===== src/rtl/apb_rr_pkg.sv =====
// Shared types and constants for the round-robin APB master.
// Controller state encoding and the register map of the APB register slave.
package apb_rr_pkg;

    typedef enum logic [1:0] {
        StIdle   = 2'd0,
        StSetup  = 2'd1,
        StAccess = 2'd2,
        StErr    = 2'd3
    } apb_state_e;

    localparam logic [31:0] CNTRL_ADDR = 32'h0000_0000;
    localparam logic [31:0] REG1_ADDR  = 32'h0000_0004;
    localparam logic [31:0] REG2_ADDR  = 32'h0000_0008;
    localparam logic [31:0] REG3_ADDR  = 32'h0000_000C;
    localparam logic [31:0] REG4_ADDR  = 32'h0000_0010;

endpackage


===== src/rtl/rr_arbiter.sv =====
// Combinational round-robin arbiter.
// Grants the first set request at or above ptr, wrapping modulo NUM_REQ.
module rr_arbiter #(
    parameter int unsigned  NUM_REQ = 2,
    localparam int unsigned ID_W    = (NUM_REQ > 1) ? $clog2(NUM_REQ) : 1
) (
    input  logic [NUM_REQ-1:0] req,
    input  logic [ID_W-1:0]    ptr,
    input  logic               en,
    output logic [NUM_REQ-1:0] gnt,
    output logic [ID_W-1:0]    gnt_idx
);

    logic            found;
    logic [ID_W-1:0] idx;

    // Scan from the pointer upward; the first hit wins.
    always_comb begin
        gnt     = '0;
        gnt_idx = '0;
        found   = 1'b0;
        idx     = '0;
        for (int unsigned i = 0; i < NUM_REQ; i++) begin
            idx = ID_W'((32'(ptr) + i) % NUM_REQ);
            if (en && !found && req[idx]) begin
                found     = 1'b1;
                gnt[idx]  = 1'b1;
                gnt_idx   = idx;
            end
        end
    end

endmodule


===== src/rtl/apb_rr_master.sv =====
// Round-robin arbitrating APB master.
// Shares one zero-wait-state APB register slave between NUM_REQ requesters.
// Optional: define APB_RR_ADDR_CHECK_EN to reject commands outside the register
// map with an error response instead of an APB transfer.
module apb_rr_master
    import apb_rr_pkg::*;
#(
    parameter int unsigned  NUM_REQ = 2,
    parameter int unsigned  ADDR_W  = 32,
    parameter int unsigned  DATA_W  = 32,
    localparam int unsigned ID_W    = (NUM_REQ > 1) ? $clog2(NUM_REQ) : 1
) (
    input  logic                      pclk,
    input  logic                      presetn,
    input  logic [NUM_REQ-1:0]        req_valid,
    output logic [NUM_REQ-1:0]        req_ready,
    input  logic [NUM_REQ-1:0]        req_write,
    input  logic [NUM_REQ*ADDR_W-1:0] req_addr,
    input  logic [NUM_REQ*DATA_W-1:0] req_wdata,
    output logic                      rsp_valid,
    output logic [ID_W-1:0]           rsp_id,
    output logic [DATA_W-1:0]         rsp_rdata,
    output logic                      rsp_err,
    output logic [ADDR_W-1:0]         paddr,
    output logic [DATA_W-1:0]         pwdata,
    output logic                      pwrite,
    output logic                      psel,
    output logic                      penable,
    input  logic [DATA_W-1:0]         prdata
);

    apb_state_e        state_q, state_d;
    logic [ID_W-1:0]   ptr_q, ptr_d;
    logic [ID_W-1:0]   id_q, id_d;
    logic [ADDR_W-1:0] paddr_q, paddr_d;
    logic [DATA_W-1:0] pwdata_q, pwdata_d;
    logic              pwrite_q, pwrite_d;
    logic              psel_q, psel_d;
    logic              penable_q, penable_d;
    logic              rsp_valid_q, rsp_valid_d;
    logic [ID_W-1:0]   rsp_id_q, rsp_id_d;
    logic [DATA_W-1:0] rsp_rdata_q, rsp_rdata_d;

    logic [NUM_REQ-1:0] gnt;
    logic [ID_W-1:0]    gnt_idx;
    logic [ADDR_W-1:0]  sel_addr;
    logic [DATA_W-1:0]  sel_wdata;
    logic               addr_ok;

    rr_arbiter #(
        .NUM_REQ (NUM_REQ)
    ) u_arb (
        .req     (req_valid),
        .ptr     (ptr_q),
        .en      (state_q == StIdle),
        .gnt     (gnt),
        .gnt_idx (gnt_idx)
    );

    assign req_ready = gnt;
    assign sel_addr  = req_addr[32'(gnt_idx) * ADDR_W +: ADDR_W];
    assign sel_wdata = req_wdata[32'(gnt_idx) * DATA_W +: DATA_W];

`ifdef APB_RR_ADDR_CHECK_EN
    logic rsp_err_q, rsp_err_d;

    assign addr_ok = (sel_addr == ADDR_W'(CNTRL_ADDR)) || (sel_addr == ADDR_W'(REG1_ADDR)) ||
                     (sel_addr == ADDR_W'(REG2_ADDR))  || (sel_addr == ADDR_W'(REG3_ADDR)) ||
                     (sel_addr == ADDR_W'(REG4_ADDR));
    assign rsp_err = rsp_err_q;
`else
    assign addr_ok = 1'b1;
    assign rsp_err = 1'b0;
`endif

    // Next-state and registered-output logic for the IDLE/SETUP/ACCESS sequence.
    always_comb begin
        state_d     = state_q;
        ptr_d       = ptr_q;
        id_d        = id_q;
        paddr_d     = paddr_q;
        pwdata_d    = pwdata_q;
        pwrite_d    = pwrite_q;
        psel_d      = 1'b0;
        penable_d   = 1'b0;
        rsp_valid_d = 1'b0;
        rsp_id_d    = '0;
        rsp_rdata_d = '0;
`ifdef APB_RR_ADDR_CHECK_EN
        rsp_err_d   = 1'b0;
`endif
        unique case (state_q)
            StIdle: begin
                pwrite_d = 1'b0;
                if (|gnt) begin
                    id_d  = gnt_idx;
                    ptr_d = (gnt_idx == ID_W'(NUM_REQ - 1)) ? '0 : gnt_idx + ID_W'(1);
                    if (addr_ok) begin
                        state_d  = StSetup;
                        psel_d   = 1'b1;
                        paddr_d  = sel_addr;
                        pwdata_d = sel_wdata;
                        pwrite_d = req_write[gnt_idx];
                    end
`ifdef APB_RR_ADDR_CHECK_EN
                    else begin
                        state_d = StErr;
                    end
`endif
                end
            end
            StSetup: begin
                state_d   = StAccess;
                psel_d    = 1'b1;
                penable_d = 1'b1;
            end
            StAccess: begin
                // Slave has no pready: ACCESS always completes in one cycle.
                state_d     = StIdle;
                pwrite_d    = 1'b0;
                rsp_valid_d = 1'b1;
                rsp_id_d    = id_q;
                rsp_rdata_d = pwrite_q ? '0 : prdata;
            end
`ifdef APB_RR_ADDR_CHECK_EN
            StErr: begin
                state_d     = StIdle;
                rsp_valid_d = 1'b1;
                rsp_id_d    = id_q;
                rsp_err_d   = 1'b1;
            end
`endif
            default: state_d = StIdle;
        endcase
    end

    // FSM state register.
    always_ff @(posedge pclk or negedge presetn) begin
        if (!presetn) begin
            state_q <= StIdle;
        end else begin
            state_q <= state_d;
        end
    end

    // Pointer, captured command, APB outputs and response registers.
    always_ff @(posedge pclk or negedge presetn) begin
        if (!presetn) begin
            ptr_q       <= '0;
            id_q        <= '0;
            paddr_q     <= '0;
            pwdata_q    <= '0;
            pwrite_q    <= 1'b0;
            psel_q      <= 1'b0;
            penable_q   <= 1'b0;
            rsp_valid_q <= 1'b0;
            rsp_id_q    <= '0;
            rsp_rdata_q <= '0;
`ifdef APB_RR_ADDR_CHECK_EN
            rsp_err_q   <= 1'b0;
`endif
        end else begin
            ptr_q       <= ptr_d;
            id_q        <= id_d;
            paddr_q     <= paddr_d;
            pwdata_q    <= pwdata_d;
            pwrite_q    <= pwrite_d;
            psel_q      <= psel_d;
            penable_q   <= penable_d;
            rsp_valid_q <= rsp_valid_d;
            rsp_id_q    <= rsp_id_d;
            rsp_rdata_q <= rsp_rdata_d;
`ifdef APB_RR_ADDR_CHECK_EN
            rsp_err_q   <= rsp_err_d;
`endif
        end
    end

    assign paddr     = paddr_q;
    assign pwdata    = pwdata_q;
    assign pwrite    = pwrite_q;
    assign psel      = psel_q;
    assign penable   = penable_q;
    assign rsp_valid = rsp_valid_q;
    assign rsp_id    = rsp_id_q;
    assign rsp_rdata = rsp_rdata_q;

endmodule


===== config.mk =====
export PLATFORM = sky130hd
export DESIGN_NAME = apb_rr_master
export DESIGN_NICKNAME = d
export VERILOG_FILES = /design/src/rtl/apb_rr_pkg.sv /design/src/rtl/rr_arbiter.sv /design/src/rtl/apb_rr_master.sv
export SDC_FILE = /design/constraint.sdc
export NUM_CORES = 1
export LEC_CHECK = 0
export BUFFER_PORTS_ARGS = -buffer_cell sky130_fd_sc_hd__buf_2
export CAP_MARGIN = 20
export CELL_PAD_IN_SITES_DETAIL_PLACEMENT = 1
export CELL_PAD_IN_SITES_GLOBAL_PLACEMENT = 1
export CORE_MARGIN = 3
export CORE_UTILIZATION = 32
export DETAILED_ROUTE_END_ITERATION = 6
export PLACE_DENSITY = 0.92
export SLEW_MARGIN = 5
export SYNTH_ARGS = -nofsm -noshare
export SYNTH_HDL_FRONTEND = slang
export SYNTH_SLANG_ARGS = --single-unit

===== constraint.sdc =====
create_clock -name pclk -period 2.1 [get_ports pclk]
set_clock_uncertainty 0.15 [all_clocks]
set_input_delay 0.525 -clock pclk [delete_from_list [all_inputs] [get_ports pclk]]
set_output_delay 0.525 -clock pclk [all_outputs]
set_load 0.01 [all_outputs]

==> summary.txt <==
Run status
  • Outcome: finished clean

Cells and area
  • # nets final: 743
  • Antenna cell count: 0
  • Area Growth Syn to Fin: 41.1%
  • Commonest non-fill, non-tap cell in the layout: buf_2
  • Commonest non-fill, non-tap cells in the layout: buf_2 (267), dfrtp_1 (104), a221o_1 (64), a21boi_0 (60), and2_1 (34)
  • Share of cells above drive strength 1: 51.2%

Placement
  • PortBufs: 268
  • Placer Congestion: 0.761
  • DP HPWL: 10800 microns

Setup path
  • Crit-path cells: nor2_4 > and3_4 > buf_2
  • Critical path type: reg -> out
  • Crit path DAT: 1.35 ns
  • CP required: 1.42 ns
  • Worst Setup End Kind: primary output
  • Startpoint types: flip-flop
  • R2R cell count: 4
  • Max stage delay cell, worst path: dfrtp_2
  • CP max FO: 6
  • CP peak stage delay: 0.45 ns

STA
  • Rel. slew slack: 55.9%
  • Crit share post-route: 96.4%
  • Fmax: 0.494 GHz
  • RSZ-0062 raised after global routing: no
  • Actual transition at the worst max-transition pin: 0.661 ns
  • Min Tclk post-route: 2.02 ns
  • # setup viols final: 0
  • Setup TNS: 0 ns
  • Final hold viol count: 0
  • Final slew viol count: 0

Clock tree
  • Latest clock arrival within the worst-skew pair: 0.34 ns
  • CTS tree: yes
  • Htree depth: 3
  • Total CTS buffers: 9
  • Postcts setup bufs: 0
  • CTS max path bufs: 2
  • Sink Count: 105
  • Clock slew at reported path FFs: 0.07 ns
  • Root buf cell: clkbuf_16

Synthesis
  • Largest family of logic cells by synthesized area: compound AO/OA/AOI/OAI gates
  • Yosys reg bits: 105
  • Adder-Cell Fraction of Synth Area: 0%
  • Post-Synth XOR/XNOR Area: 0%
  • Cell count after synthesis: 320
  • Synth area leader: dfrtp_1
  • Mapped Nets: 486
  • Synth area leaders: dfrtp_1 (61%), a221o_1 (15%), a21boi_0 (10%)
  • Synth unique cells: 22
  • Cell area after synthesis: 0.00429 sq mm
  • Post-Synth Simple-Gate Area: 7.46%
  • Yosys top cell area share: 61.2%
  • Post-synthesis mux area share: 0%
  • Synth Area in Compound Gates: 26.8%
  • Sequential area share after synthesis: 61.2%
  • Mean area per synthesized cell: 13.4 sq um
  • Synthesis Warnings: 0

Power and ir drop
  • Peak VDD IR: 657 uV
  • Pwr Density: 1400 mW/mm^2
  • Leak: 3.19 nW
  • Design Power: 8.45 mW

Detailed routing
  • Total wire length: 14100 microns
  • Wire per inst: 18.8 microns
  • DR pass1 iterations: 4
  • Routed Antenna Nets: 0
  • Via count: 3801
  • Drt drc: 0
  • Via/cell ratio: 5.04
  • DRC marker count from the first detailed-route iteration: 181

Floorplan
  • Die ar.: 0.0148 sq mm
  • Initial Utilization: 33.3%
  • Chip width: 122 microns
  • Die height: 122 microns
  • Ports: 270
  • Core Area: 0.0129 sq mm
  • Row count: 41

Global route
  • Gr ovfl total: 0
  • Largest net degree at the start of global routing: 69
  • Initial antenna violation count: 0
  • Global-route wire length before repair: 21400 microns
  • Number of global-route vias before repair: 4162
  • GRT Total Usage: 18.5%

Hold path
  • Worst hold stages: 2
  • Hold Crit Class: in -> reg

Run
  • Max Cap Viol: 0
## stage by stage
stage	instance area [sq um]	hold WS [ns]	worst slack (ns)	utilization [%]	instances
finish	6060	0.232	0.0754	47.0	754
detailed placement	5770	0.250	0.0435	44.8	737
CTS	6060	0.218	0.0279	47.0	754
global placement	5770	0.246	0.155	44.8	737
global route	6060	0.223	0.00547	47.0	754
floorplan	4290	0.0794	0.442	-	320
## synthesized netlist by cell type
cell type,number
and2b_1,1
and3_4,2
nor2_1,4
clkbuf_1,14
a221o_1,64
a21boi_0,60
nand3b_1,1
buf_4,7
a32o_1,1
and2_1,34
nor2_4,1
a31o_2,1
nor2b_1,3
dfrtp_1,105
nand2_1,1
buf_2,6
nand2b_1,2
a21boi_1,4
conb_1,1
buf_6,5
a21oi_1,2
or2_4,1
## report_power, final
| group | internal, mW | switching, mW | total (mW) |
|---|---|---|---|
| clock network | 0.824 | 0.767 | 1.59 |
| registers | 2.83 | 0.416 | 3.24 |
| logic | 1.69 | 1.93 | 3.62 |
| total | 5.34 | 3.11 | 8.45 |
## cell type report
| cell class | instances | area (sq um) |
|---|---|---|
| Timing Repair Buffer | 278 | 1460 |
| Multi-Input combinational cell | 183 | 1470 |
| Tap cell | 172 | 215 |
| Clock inverter | 6 | 51.3 |
| Sequential cell | 105 | 2630 |
| Fill cell | 1455 | 6820 |
| Clock buffer | 10 | 229 |
## final timing paths
check                                        from                      end  slack (ns)
setup / recovery           state_q[0]$_DFFE_PN0P_             req_ready[0]        0.08
hold / removal                         prdata[18]  rsp_rdata[18]$_DFF_PN0_        0.23
setup reg to reg                ptr_q$_DFFE_PN0P_    pwdata[0]$_DFFE_PN0P_        0.34
hold reg to reg                  id_q$_DFFE_PN0P_         rsp_id$_DFF_PN0_        0.34
max in group asynchronous                 presetn   state_q[0]$_DFFE_PN0P_        0.82
min in group asynchronous                 presetn   pwdata[21]$_DFFE_PN0P_        0.42
## logic make-up after synthesis
kind of cell,count (synthesis)
flops,105
other cells,1
buf+inv,32
compound gates,132
simple gates,50
## sequential cells by signal, summed over array words and instances, names as in the netlist
register,flops
pwrite,1
rsp_valid,1
id_q,1
psel,1
penable,1
pwdata,32
rsp_rdata,32
rsp_id,1
paddr,32
state_q,2
ptr_q,1
## routing by layer
metal / vias to the layer above / part of all wire, % / track usage [%]
met3: 23 / 9.5 / 6.22
met1: 1853 / 39 / 21.4
met5: - / 0 / 0
met4: 0 / 2.2 / 6.79
li1: 1721 / - / -
met2: 204 / 50 / 31.8
## repair_timing
item,CTS,global route
gates resized for setup,0,1
setup endpoints to repair,0,2
hold buffers,1,0
endpoints found under the hold margin,12,0
## worst max-delay path: cells and delay by family, from the launching register on
| kind | cells | cell delay, ns |
|---|---|---|
| buffers and inverters | 1 | 0.15 |
| DFF | 1 | 0.45 |
| and+or+nand+nor | 2 | 0.41 |
(Power assumes the default switching activity.)
